===== config.mk =====
export PLATFORM = sky130hd
export DESIGN_NAME = storage_req_arbiter
export DESIGN_NICKNAME = d
export VERILOG_FILES = /design/src/rtl/storage_arb_pkg.sv /design/src/rtl/rr_arbiter.sv /design/src/rtl/storage_req_arbiter.sv
export SDC_FILE = /design/constraint.sdc
export NUM_CORES = 1
export LEC_CHECK = 0
export BUFFER_PORTS_ARGS = -buffer_cell sky130_fd_sc_hd__buf_2
export CAP_MARGIN = 30
export CORE_MARGIN = 3
export CORE_UTILIZATION = 35
export DETAILED_ROUTE_END_ITERATION = 8
export PLACE_DENSITY = 0.67
export SETUP_SLACK_MARGIN = 0.3
export SLEW_MARGIN = 40
export SYNTH_ARGS = -nofsm -noshare
export SYNTH_HDL_FRONTEND = slang
export SYNTH_HIERARCHICAL = 1
export SYNTH_SLANG_ARGS = --single-unit

===== constraint.sdc =====
create_clock -name clk -period 5.3 [get_ports clk]
set_input_delay 1.59 -clock clk [delete_from_list [all_inputs] [get_ports clk]]
set_output_delay 1.59 -clock clk [all_outputs]
set_load 0.005 [all_outputs]

===== src/rtl/storage_arb_pkg.sv =====
// -----------------------------------------------------------------------------
// storage_arb_pkg
// Shared types and constants for the storage request arbiter.
//   arb_state_t      : arbiter FSM state (IDLE, ACCESS, RESP)
//   DEF_MEM_W        : default data bus width
//   DEF_ADDR_W       : default address width
//   DEF_TIMEOUT_CYC  : default downstream wait limit (used only when
//                      STORAGE_ARB_TIMEOUT_EN is defined)
//   ptr_width()      : index width for n requesters, never below 1 bit
// -----------------------------------------------------------------------------
package storage_arb_pkg;

   typedef enum logic [1:0] {
      IDLE   = 2'd0,
      ACCESS = 2'd1,
      RESP   = 2'd2
   } arb_state_t;

   localparam int DEF_MEM_W       = 32;
   localparam int DEF_ADDR_W      = 32;
   localparam int DEF_TIMEOUT_CYC = 1024;

   function automatic int ptr_width(input int n);
      return (n <= 2) ? 1 : $clog2(n);
   endfunction

endpackage


===== src/rtl/rr_arbiter.sv =====
// -----------------------------------------------------------------------------
// rr_arbiter
// Combinational round-robin pick: selects the first asserted valid at or after
// ptr, wrapping modulo NUM_REQ. Holds no state; the pointer lives in the caller.
// Ports:
//   valid     in  NUM_REQ  request vector
//   ptr       in  PTR_W    index with highest priority this cycle
//   grant     out NUM_REQ  one-hot pick (zero when nothing is valid)
//   grant_idx out PTR_W    index of the pick (zero when nothing is valid)
//   any_valid out 1        at least one valid bit set
// -----------------------------------------------------------------------------
module rr_arbiter #(
   parameter int NUM_REQ = 2,
   parameter int PTR_W   = 1
) (
   input  logic [NUM_REQ-1:0] valid,
   input  logic [PTR_W-1:0]   ptr,
   output logic [NUM_REQ-1:0] grant,
   output logic [PTR_W-1:0]   grant_idx,
   output logic               any_valid
);

   always_comb begin
      grant     = '0;
      grant_idx = '0;
      any_valid = 1'b0;
      // Walk offsets from the pointer; the first hit wins and blocks the rest.
      for (int off = 0; off < NUM_REQ; off++) begin
         if (!any_valid && valid[(int'(ptr) + off) % NUM_REQ]) begin
            any_valid                              = 1'b1;
            grant[(int'(ptr) + off) % NUM_REQ]     = 1'b1;
            grant_idx                              = PTR_W'((int'(ptr) + off) % NUM_REQ);
         end
      end
   end

endmodule


===== src/rtl/storage_req_arbiter.sv =====
// -----------------------------------------------------------------------------
// storage_req_arbiter
// Shares one storage-controller port between NUM_REQ requesters using
// round-robin arbitration with a single outstanding access. The granted
// request is latched, presented downstream until mem_done, and the result is
// returned as a one-cycle rsp_valid pulse to the granted requester.
//
// Optional feature (macro STORAGE_ARB_TIMEOUT_EN): a wait counter aborts an
// access that has not completed after TIMEOUT_CYC cycles and answers with
// rsp_err=1, rsp_rdata=0. Without the macro the FSM waits indefinitely and
// rsp_err is constant 0.
//
// Handshake: a request is taken in the cycle req_valid[i] and req_ready[i] are
// both high; req_ready is a combinational one-hot pulse issued only in IDLE.
// A requester must hold req_* stable while req_valid is high and req_ready low;
// anything it does after the accept cycle is ignored until the next grant.
//
// Ports:
//   clk, rst                 clock, synchronous active-high reset
//   req_valid/ready/we       per-requester handshake and write flag
//   req_addr/wdata/be        packed per-requester payload (slot i at i*W)
//   rsp_valid                one-hot completion pulse
//   rsp_rdata, rsp_err       shared response, qualified by rsp_valid
//   mem_access/we/addr/wdata/be  downstream access, held until completion
//   mem_done, mem_rdata      downstream completion pulse and read data
//   busy                     FSM not in IDLE
// -----------------------------------------------------------------------------
module storage_req_arbiter
   import storage_arb_pkg::*;
#(
   parameter int NUM_REQ     = 2,
   parameter int MEM_W       = DEF_MEM_W,
   parameter int ADDR_W      = DEF_ADDR_W,
   parameter int TIMEOUT_CYC = DEF_TIMEOUT_CYC
) (
   input  logic                          clk,
   input  logic                          rst,
   input  logic [NUM_REQ-1:0]            req_valid,
   output logic [NUM_REQ-1:0]            req_ready,
   input  logic [NUM_REQ-1:0]            req_we,
   input  logic [NUM_REQ*ADDR_W-1:0]     req_addr,
   input  logic [NUM_REQ*MEM_W-1:0]      req_wdata,
   input  logic [NUM_REQ*(MEM_W/8)-1:0]  req_be,
   output logic [NUM_REQ-1:0]            rsp_valid,
   output logic [MEM_W-1:0]              rsp_rdata,
   output logic                          rsp_err,
   output logic                          mem_access,
   output logic                          mem_we,
   output logic [ADDR_W-1:0]             mem_addr,
   output logic [MEM_W-1:0]              mem_wdata,
   output logic [MEM_W/8-1:0]            mem_be,
   input  logic                          mem_done,
   input  logic [MEM_W-1:0]              mem_rdata,
   output logic                          busy
);

   localparam int BE_W  = MEM_W / 8;
   localparam int PTR_W = ptr_width(NUM_REQ);

   if (NUM_REQ < 2 || NUM_REQ > 4 || TIMEOUT_CYC < 2) begin : g_bad_cfg
      $error("storage_req_arbiter: unsupported parameter set");
   end

   // FSM state is kept as a named enum so checkers can bind to it directly.
   arb_state_t         state;
   logic [PTR_W-1:0]   ptr;
   logic [PTR_W-1:0]   gnt_q;
   logic [NUM_REQ-1:0] pick;
   logic [PTR_W-1:0]   pick_idx;
   logic               any_valid;
   logic               accept;

   logic               sel_we;
   logic [ADDR_W-1:0]  sel_addr;
   logic [MEM_W-1:0]   sel_wdata;
   logic [BE_W-1:0]    sel_be;

`ifdef STORAGE_ARB_TIMEOUT_EN
   localparam int CNT_W = ptr_width(TIMEOUT_CYC);
   logic [CNT_W-1:0] tmo_cnt;
`endif

   rr_arbiter #(
      .NUM_REQ (NUM_REQ),
      .PTR_W   (PTR_W)
   ) u_rr (
      .valid     (req_valid),
      .ptr       (ptr),
      .grant     (pick),
      .grant_idx (pick_idx),
      .any_valid (any_valid)
   );

   // An accept coinciding with reset would be discarded, so it is not signalled.
   assign accept    = (state == IDLE) && any_valid && !rst;
   assign req_ready = accept ? pick : '0;
   assign busy      = (state != IDLE);

   always_comb begin
      sel_we    = 1'b0;
      sel_addr  = '0;
      sel_wdata = '0;
      sel_be    = '0;
      for (int i = 0; i < NUM_REQ; i++) begin
         if (pick[i]) begin
            sel_we    = req_we[i];
            sel_addr  = req_addr[i*ADDR_W +: ADDR_W];
            sel_wdata = req_wdata[i*MEM_W +: MEM_W];
            sel_be    = req_be[i*BE_W +: BE_W];
         end
      end
   end

   // The mem_* registers double as the latch of the granted request, so the
   // downstream view is stable for the whole ACCESS state.
   always_ff @(posedge clk) begin
      if (rst) begin
         state      <= IDLE;
         ptr        <= '0;
         gnt_q      <= '0;
         rsp_valid  <= '0;
         rsp_rdata  <= '0;
         rsp_err    <= 1'b0;
         mem_access <= 1'b0;
         mem_we     <= 1'b0;
         mem_addr   <= '0;
         mem_wdata  <= '0;
         mem_be     <= '0;
`ifdef STORAGE_ARB_TIMEOUT_EN
         tmo_cnt    <= '0;
`endif
      end else begin
         case (state)
            IDLE: begin
               if (accept) begin
                  gnt_q      <= pick_idx;
                  mem_we     <= sel_we;
                  mem_addr   <= sel_addr;
                  mem_wdata  <= sel_wdata;
                  mem_be     <= sel_be;
                  mem_access <= 1'b1;
`ifdef STORAGE_ARB_TIMEOUT_EN
                  tmo_cnt    <= '0;
`endif
                  state      <= ACCESS;
               end
            end
            ACCESS: begin
               // mem_done in the expiry cycle takes priority over the timeout.
               if (mem_done) begin
                  rsp_rdata  <= mem_we ? '0 : mem_rdata;
                  rsp_err    <= 1'b0;
                  rsp_valid  <= NUM_REQ'(1) << gnt_q;
                  mem_access <= 1'b0;
                  state      <= RESP;
               end
`ifdef STORAGE_ARB_TIMEOUT_EN
               else if (tmo_cnt == CNT_W'(TIMEOUT_CYC - 1)) begin
                  rsp_rdata  <= '0;
                  rsp_err    <= 1'b1;
                  rsp_valid  <= NUM_REQ'(1) << gnt_q;
                  mem_access <= 1'b0;
                  state      <= RESP;
               end else begin
                  tmo_cnt <= tmo_cnt + 1'b1;
               end
`endif
            end
            RESP: begin
               rsp_valid <= '0;
               ptr       <= (gnt_q == PTR_W'(NUM_REQ - 1)) ? '0 : gnt_q + 1'b1;
               state     <= IDLE;
            end
            default: begin
               state <= IDLE;
            end
         endcase
      end
   end

endmodule


Yosys cells after proc, flatten, opt, wreduce, memory -nomap -nowiden --
Index checks and enable logic that the tools add are counted.
Operators by class: bitwise gates (word level) 2, mux-type cells 34, reduce and logical (&&, ||, !) cells 16, shift operators 1, eq/ne operators 4, $add $sub $neg 2, order comparisons 4
Operator list (number):
- 32-bit 2-to-1 mux | 5
- 1-bit 2-to-1 mux | 16
- 2-bit 2-to-1 mux | 6
- 4-bit 2-to-1 mux | 2
- 2-bit case mux with 2 select lines | 2
- 2-bit AND reduction | 4
- 2-bit nonzero test | 3
- 1-bit logical AND | 5
- 2-bit != test, second input constant | 2
- 2-bit by 3-bit less-than comparator with 1-bit output, second input constant | 1
- 3-bit AND reduction | 1
- 1-bit adder, second input constant | 2
- 1-bit demux with 1-bit select | 2
- 2-bit by 1-bit equality test with 1-bit output, second input constant | 1
- 2-bit equality test, second input constant | 1
- 2-bit by 1-bit >= comparator with 1-bit output, second input constant | 1
- 1-bit logical NOT | 2
- 2-bit logical NOT | 1
- 1-bit by 2-bit less-than comparator with 1-bit output, second input constant | 1
- 2-bit bitwise OR | 1
- 1-bit case mux with 2 select lines | 1
- 1-bit by 1-bit left shift with 2-bit output, first input constant | 1
- 1-bit AND, first input constant | 1
- 1-bit >= comparator, second input constant | 1
Word-level totals: input bits 175, flip-flop bits (word level) 108

Logic depth before layout (Yosys ltp) --
depth in word-level cells 11, gate-level depth with buffers 9, depth with buffers taken out 5

By module --
The synthesis kept the hierarchy.
Modules (own cells, without submodules):
- storage_req_arbiter | times used 1, seq. area each 2162.1 µm², area an instance 4548.1 µm², cells an instance 429
- rr_arbiter | times used 1, seq. area each 0.0 µm², area an instance 32.5 µm², cells an instance 5

Worst setup path after synthesis --
No wires, ideal clock.
path type input port to output port, start point input port req_valid[1], end point output port req_ready[1], data arrival time 2.584 ns, required time 3.710 ns, stages 4, path slack 1.126 ns, path buffers 2, cell sequence a21boi_0 buf_2 clkbuf_1 nor3b_1
Between the ends: longest elaborated chain between the ends 9, elaborated cells on any way between the ends 15
RTL lines:
- start: declaration | line storage_req_arbiter.sv:38 | input logic [NUM_REQ-1:0] req_valid,
- 1-bit 2-to-1 mux (implied by the code) (2 in a row) | line rr_arbiter.sv:29 | if (!any_valid && valid[(int'(ptr) + off) % NUM_REQ]) begin
- 1-bit 2-to-1 mux | line rr_arbiter.sv:29
- 1-bit logical NOT | line rr_arbiter.sv:29
- 1-bit logical AND | line rr_arbiter.sv:29
- 1-bit 2-to-1 mux | line rr_arbiter.sv:29
- 1-bit logical AND (2 in a row) | line storage_req_arbiter.sv:95 | assign accept = (state == IDLE) && any_valid && !rst;
- 2-bit 2-to-1 mux (*) | line storage_req_arbiter.sv:96 | assign req_ready = accept ? pick : '0;
- end: declaration | line storage_req_arbiter.sv:39 | output logic [NUM_REQ-1:0] req_ready,
Mark *: on every way between the ends. The rest lies on a longest branch, timed or not. The select of a mux whose other input is x is not followed.

Worst setup path after layout --
start point input port req_valid[0], end point output port req_ready[1]
Between the ends: longest elaborated chain between the ends 9, elaborated cells on any way between the ends 15
RTL lines:
- 1-bit 2-to-1 mux (implied by the code) (2 in a row) | line rr_arbiter.sv:29
- 1-bit 2-to-1 mux | line rr_arbiter.sv:29
- 1-bit logical NOT | line rr_arbiter.sv:29
- 1-bit logical AND | line rr_arbiter.sv:29
- 1-bit 2-to-1 mux (*) | line rr_arbiter.sv:29
- named net any_valid | line storage_req_arbiter.sv:70 | logic any_valid;
- 1-bit logical AND (*) (2 in a row) | line storage_req_arbiter.sv:95
- 2-bit 2-to-1 mux (*) | line storage_req_arbiter.sv:96
Mark *: on every way through the listed nets, which the timed path passes. The rest lies on a longest branch. The select of a mux whose other input is x is not followed.

==> results.py <==
metrics = {
    "clocking": {
        "clk_pin_slew_worst_paths_ns": 0.08,
        "cts_setup_buffers": 0,
        "cts_tree": "yes",
        "ctsResizeCount": 0,
        "numClockSinks": 108,
        "htreeDepth": 3,
        "clockBufferDepth": 2,
        "insertion_delay_ns": 0.35,
        "cts-root-buf": "clkbuf_16",
        "hold_buffers": 0,
        "numCtsBuffers": 9,
    },
    "timing": {
        "fin_skew_ns": 0.00803,
        "final_max_slew_viol_count": 0,
        "postLayoutSetupSlackWorst_ns": 1.12,
        "whs_ns": 0.482,
        "rsz0062_at_grt": "no",
        "fmax_ghz": 0.239,
        "min_period_ns": 4.18,
        "worstMarginPinSlew_ns": 0.800,
        "setup_tns_ns": 0,
        "hold_violations": 0,
        "slew-limit-headroom_pct": 46.6,
        "fin_crit_sh_pct": 78.8,
        "setup_viol": 0,
    },
    "synthesis": {
        "yosysWarningCount": 6,
        "synth_cells": 434,
        "ys_seq_area_share_pct": 47.2,
        "synth.cell_area_um2": 4580,
        "avgSynthCellArea_um2": 10.6,
        "ys_ff_latch": 108,
        "ys_types": 30,
        "synth.net_count": 609,
    },
    "worst_setup_path": {
        "startpoint_type": "input pin",
        "path_delay_family": "simple AND/OR/NAND/NOR gates",
        "crit_path_end_kind": "output port",
        "crit_fanout": 4,
        "critical_path_depth": 5,
        "cp.required_ns": 3.71,
        "crit_type": "input pin to output port",
        "worstPathCellList": "buf_2 > or2_1 > or3b_4 > nor3b_1 > buf_2",
        "cp_num_buf_inv": 2,
        "rr_worst_depth": 5,
        "crit_arrival_ns": 2.59,
        "cpPeakStageDelay_ns": 0.40,
        "crit_slowest_cell": "or3b_4",
        "crit_top_cell": "buf_2",
    },
    "power": {
        "swShare_pct": 28.9,
        "power.leakage_uw": 0.00305,
        "combPwrFrac_pct": 21.0,
        "power_frac_seq_pct": 44.7,
        "power_switching_uw": 595,
        "p_int_uw": 1460,
        "powerDensity_nw_per_um2": 323,
        "ir_drop_v": 0.000172,
        "clkPwrFrac_pct": 34.3,
    },
    "floorplan": {
        "die_h_um": 120,
        "num_rows": 41,
        "io_pins": 283,
        "die_area_um2": 14500,
        "core-area_um2": 12700,
        "start_util_pct": 36.0,
        "die_x_um": 120,
    },
    "min_path": {
        "hold_class": "register to register",
        "hold_depth": 1,
    },
    "global_route": {
        "gr-usage-met1_pct": 20.7,
        "grt_start_max_net_pins": 78,
        "antenna_found_initial": 0,
        "use_met3_pct": 3.79,
        "gr-usage-all-layers_pct": 17.9,
        "grt_pass1_wl_um": 21000,
        "grt_pass1_vias": 4256,
        "grtUsageMet2_pct": 32.0,
        "grt.busiest_layer": "met2",
        "grt_overflow": 0,
    },
    "detailed_routing": {
        "wl_um": 13600,
        "antenna_left": 0,
        "vias": 4391,
        "drtIter0Drc": 184,
        "via_per_inst": 5.09,
        "avgRoutedWirePerCell_um": 15.8,
        "drt_pre_antenna_iters": 4,
        "drc": 0,
    },
    "job": {
        "maxCapViolCount": 0,
    },
    "finish": {
        "drive_above_1_share_pct": 55.3,
        "area_delta_synth_final_pct": 39.1,
        "final_cells": 863,
        "post-route-util_pct": 50.1,
        "antennaDiodeCount": 0,
        "final_nets": 861,
    },
    "status": {
        "run_status": "finished clean",
    },
    "placement": {
        "hpwl_um": 9910,
        "port_buffers": 281,
        "place_ws_ns": 1.13,
        "post-place-cells": 846,
        "place.gp.congestion": 0.749,
    },
}
## worst paths after layout
path / slack [ns] / endpoint / startpoint
max reg2reg: 2.98 / mem_addr[25]$_SDFFE_PP0P_ / state[0]$_SDFFE_PP0P_
min: 0.48 / rsp_rdata[4]$_SDFFE_PP0P_ / rsp_rdata[4]$_SDFFE_PP0P_
max: 1.12 / req_ready[1] / req_valid[0]
min reg2reg: 0.48 / rsp_rdata[4]$_SDFFE_PP0P_ / rsp_rdata[4]$_SDFFE_PP0P_
## worst reg2reg max path, delay by kind of cell, from the launching register on
kind	cells	cell delay (ns)
AND/OR/NAND/NOR	2	0.43
AO/OA/AOI/OAI	1	0.13
flip-flops	1	0.63
buffers and inverters	2	1.04
## layout make-up
class	instances	area, um2
flip-flops and latches	108	2160
repair buffers	291	1520
multi-input cells	274	2160
clock buffers	9	225
clock inverters	7	87.6
fillers	1213	6350
inverters	2	7.51
well taps	172	215
## synthesized netlist by cell type
cell type / number / area share [%]
nand2_1: 5 / 0.41
dfxtp_1: 108 / 47
a21oi_1: 3 / 0.33
buf_6: 8 / 2.0
nor3b_1: 4 / 0.66
or3_1: 1 / 0.14
nor3_1: 69 / 7.5
o21ai_0: 1 / 0.11
and4bb_2: 1 / 0.27
conb_1: 1 / 0.082
nor2b_1: 2 / 0.27
buf_2: 11 / 1.2
a21boi_0: 3 / 0.49
a221oi_2: 67 / 22
a221oi_1: 2 / 0.38
inv_1: 2 / 0.16
or2_2: 1 / 0.14
or3b_1: 1 / 0.19
buf_1: 2 / 0.16
a22o_1: 32 / 6.1
buf_4: 7 / 1.1
nand3b_1: 1 / 0.16
nand3_1: 3 / 0.33
a21oi_2: 1 / 0.19
or2_1: 1 / 0.14
nor2_1: 71 / 5.8
nor2b_2: 1 / 0.19
a31oi_1: 2 / 0.27
o21a_1: 1 / 0.16
clkbuf_1: 22 / 1.8
## flip-flops by register name, indices dropped and copies added, names as in the netlist
name,count
rsp_valid,2
mem_addr,32
rsp_rdata,32
mem_we,1
mem_access,1
mem_be,4
gnt_q,1
state,2
mem_wdata,32
ptr,1
## layer usage
metal	vias up	share of wire (%)
li1	2139	-
met3	21	6.7
met2	170	51
met1	2061	40
met5	-	0
met4	0	2.0
## per-stage QoR
stage,total power [uW],area (um2)
after global routing,2160,6370
final,2060,6370
after CTS,2080,6340
after global placement,1360,6010
after detailed placement,1370,6030
after floorplan,1190,4580
## power by group through the flow
stage / logic (uW) / registers, uW / clock network, uW
2_1_floorplan: 244 / 942 / 0
4_1_cts: 435 / 920 / 727
3_5_place_dp: 433 / 938 / 0
5_1_grt: 476 / 929 / 759
6_report: 431 / 920 / 707
3_3_place_gp: 422 / 935 / 0
## layout by cell type (no fill, tap or decap), types with 2 or more instances in the layout
cell       instances
dfxtp_1          108
buf_2            281
nand2_1            5
inv_6              3
a21oi_1            3
nand3_1            3
buf_12             2
nor3b_1            3
nor2_1            71
clkbuf_16          9
a21boi_0           2
inv_1              2
buf_4              6
a22o_1            32
a221oi_2          67
inv_8              2
a31oi_1            2
a221oi_1           2
nor3_1            69
## kinds of logic (layout without fill, tap and decap cells)
group | count (synthesis) | count (layout) | synth area share (%)
AOI/OAI and AO/OA | 112 | 112 | 30.0
buffers and inverters | 52 | 309 | 6.45
DFF | 108 | 108 | 47.2
other | 1 | 1 | 0.0819
and+or+nand+nor | 161 | 161 | 16.3
Note: power is estimated with default switching activity, not from simulation.
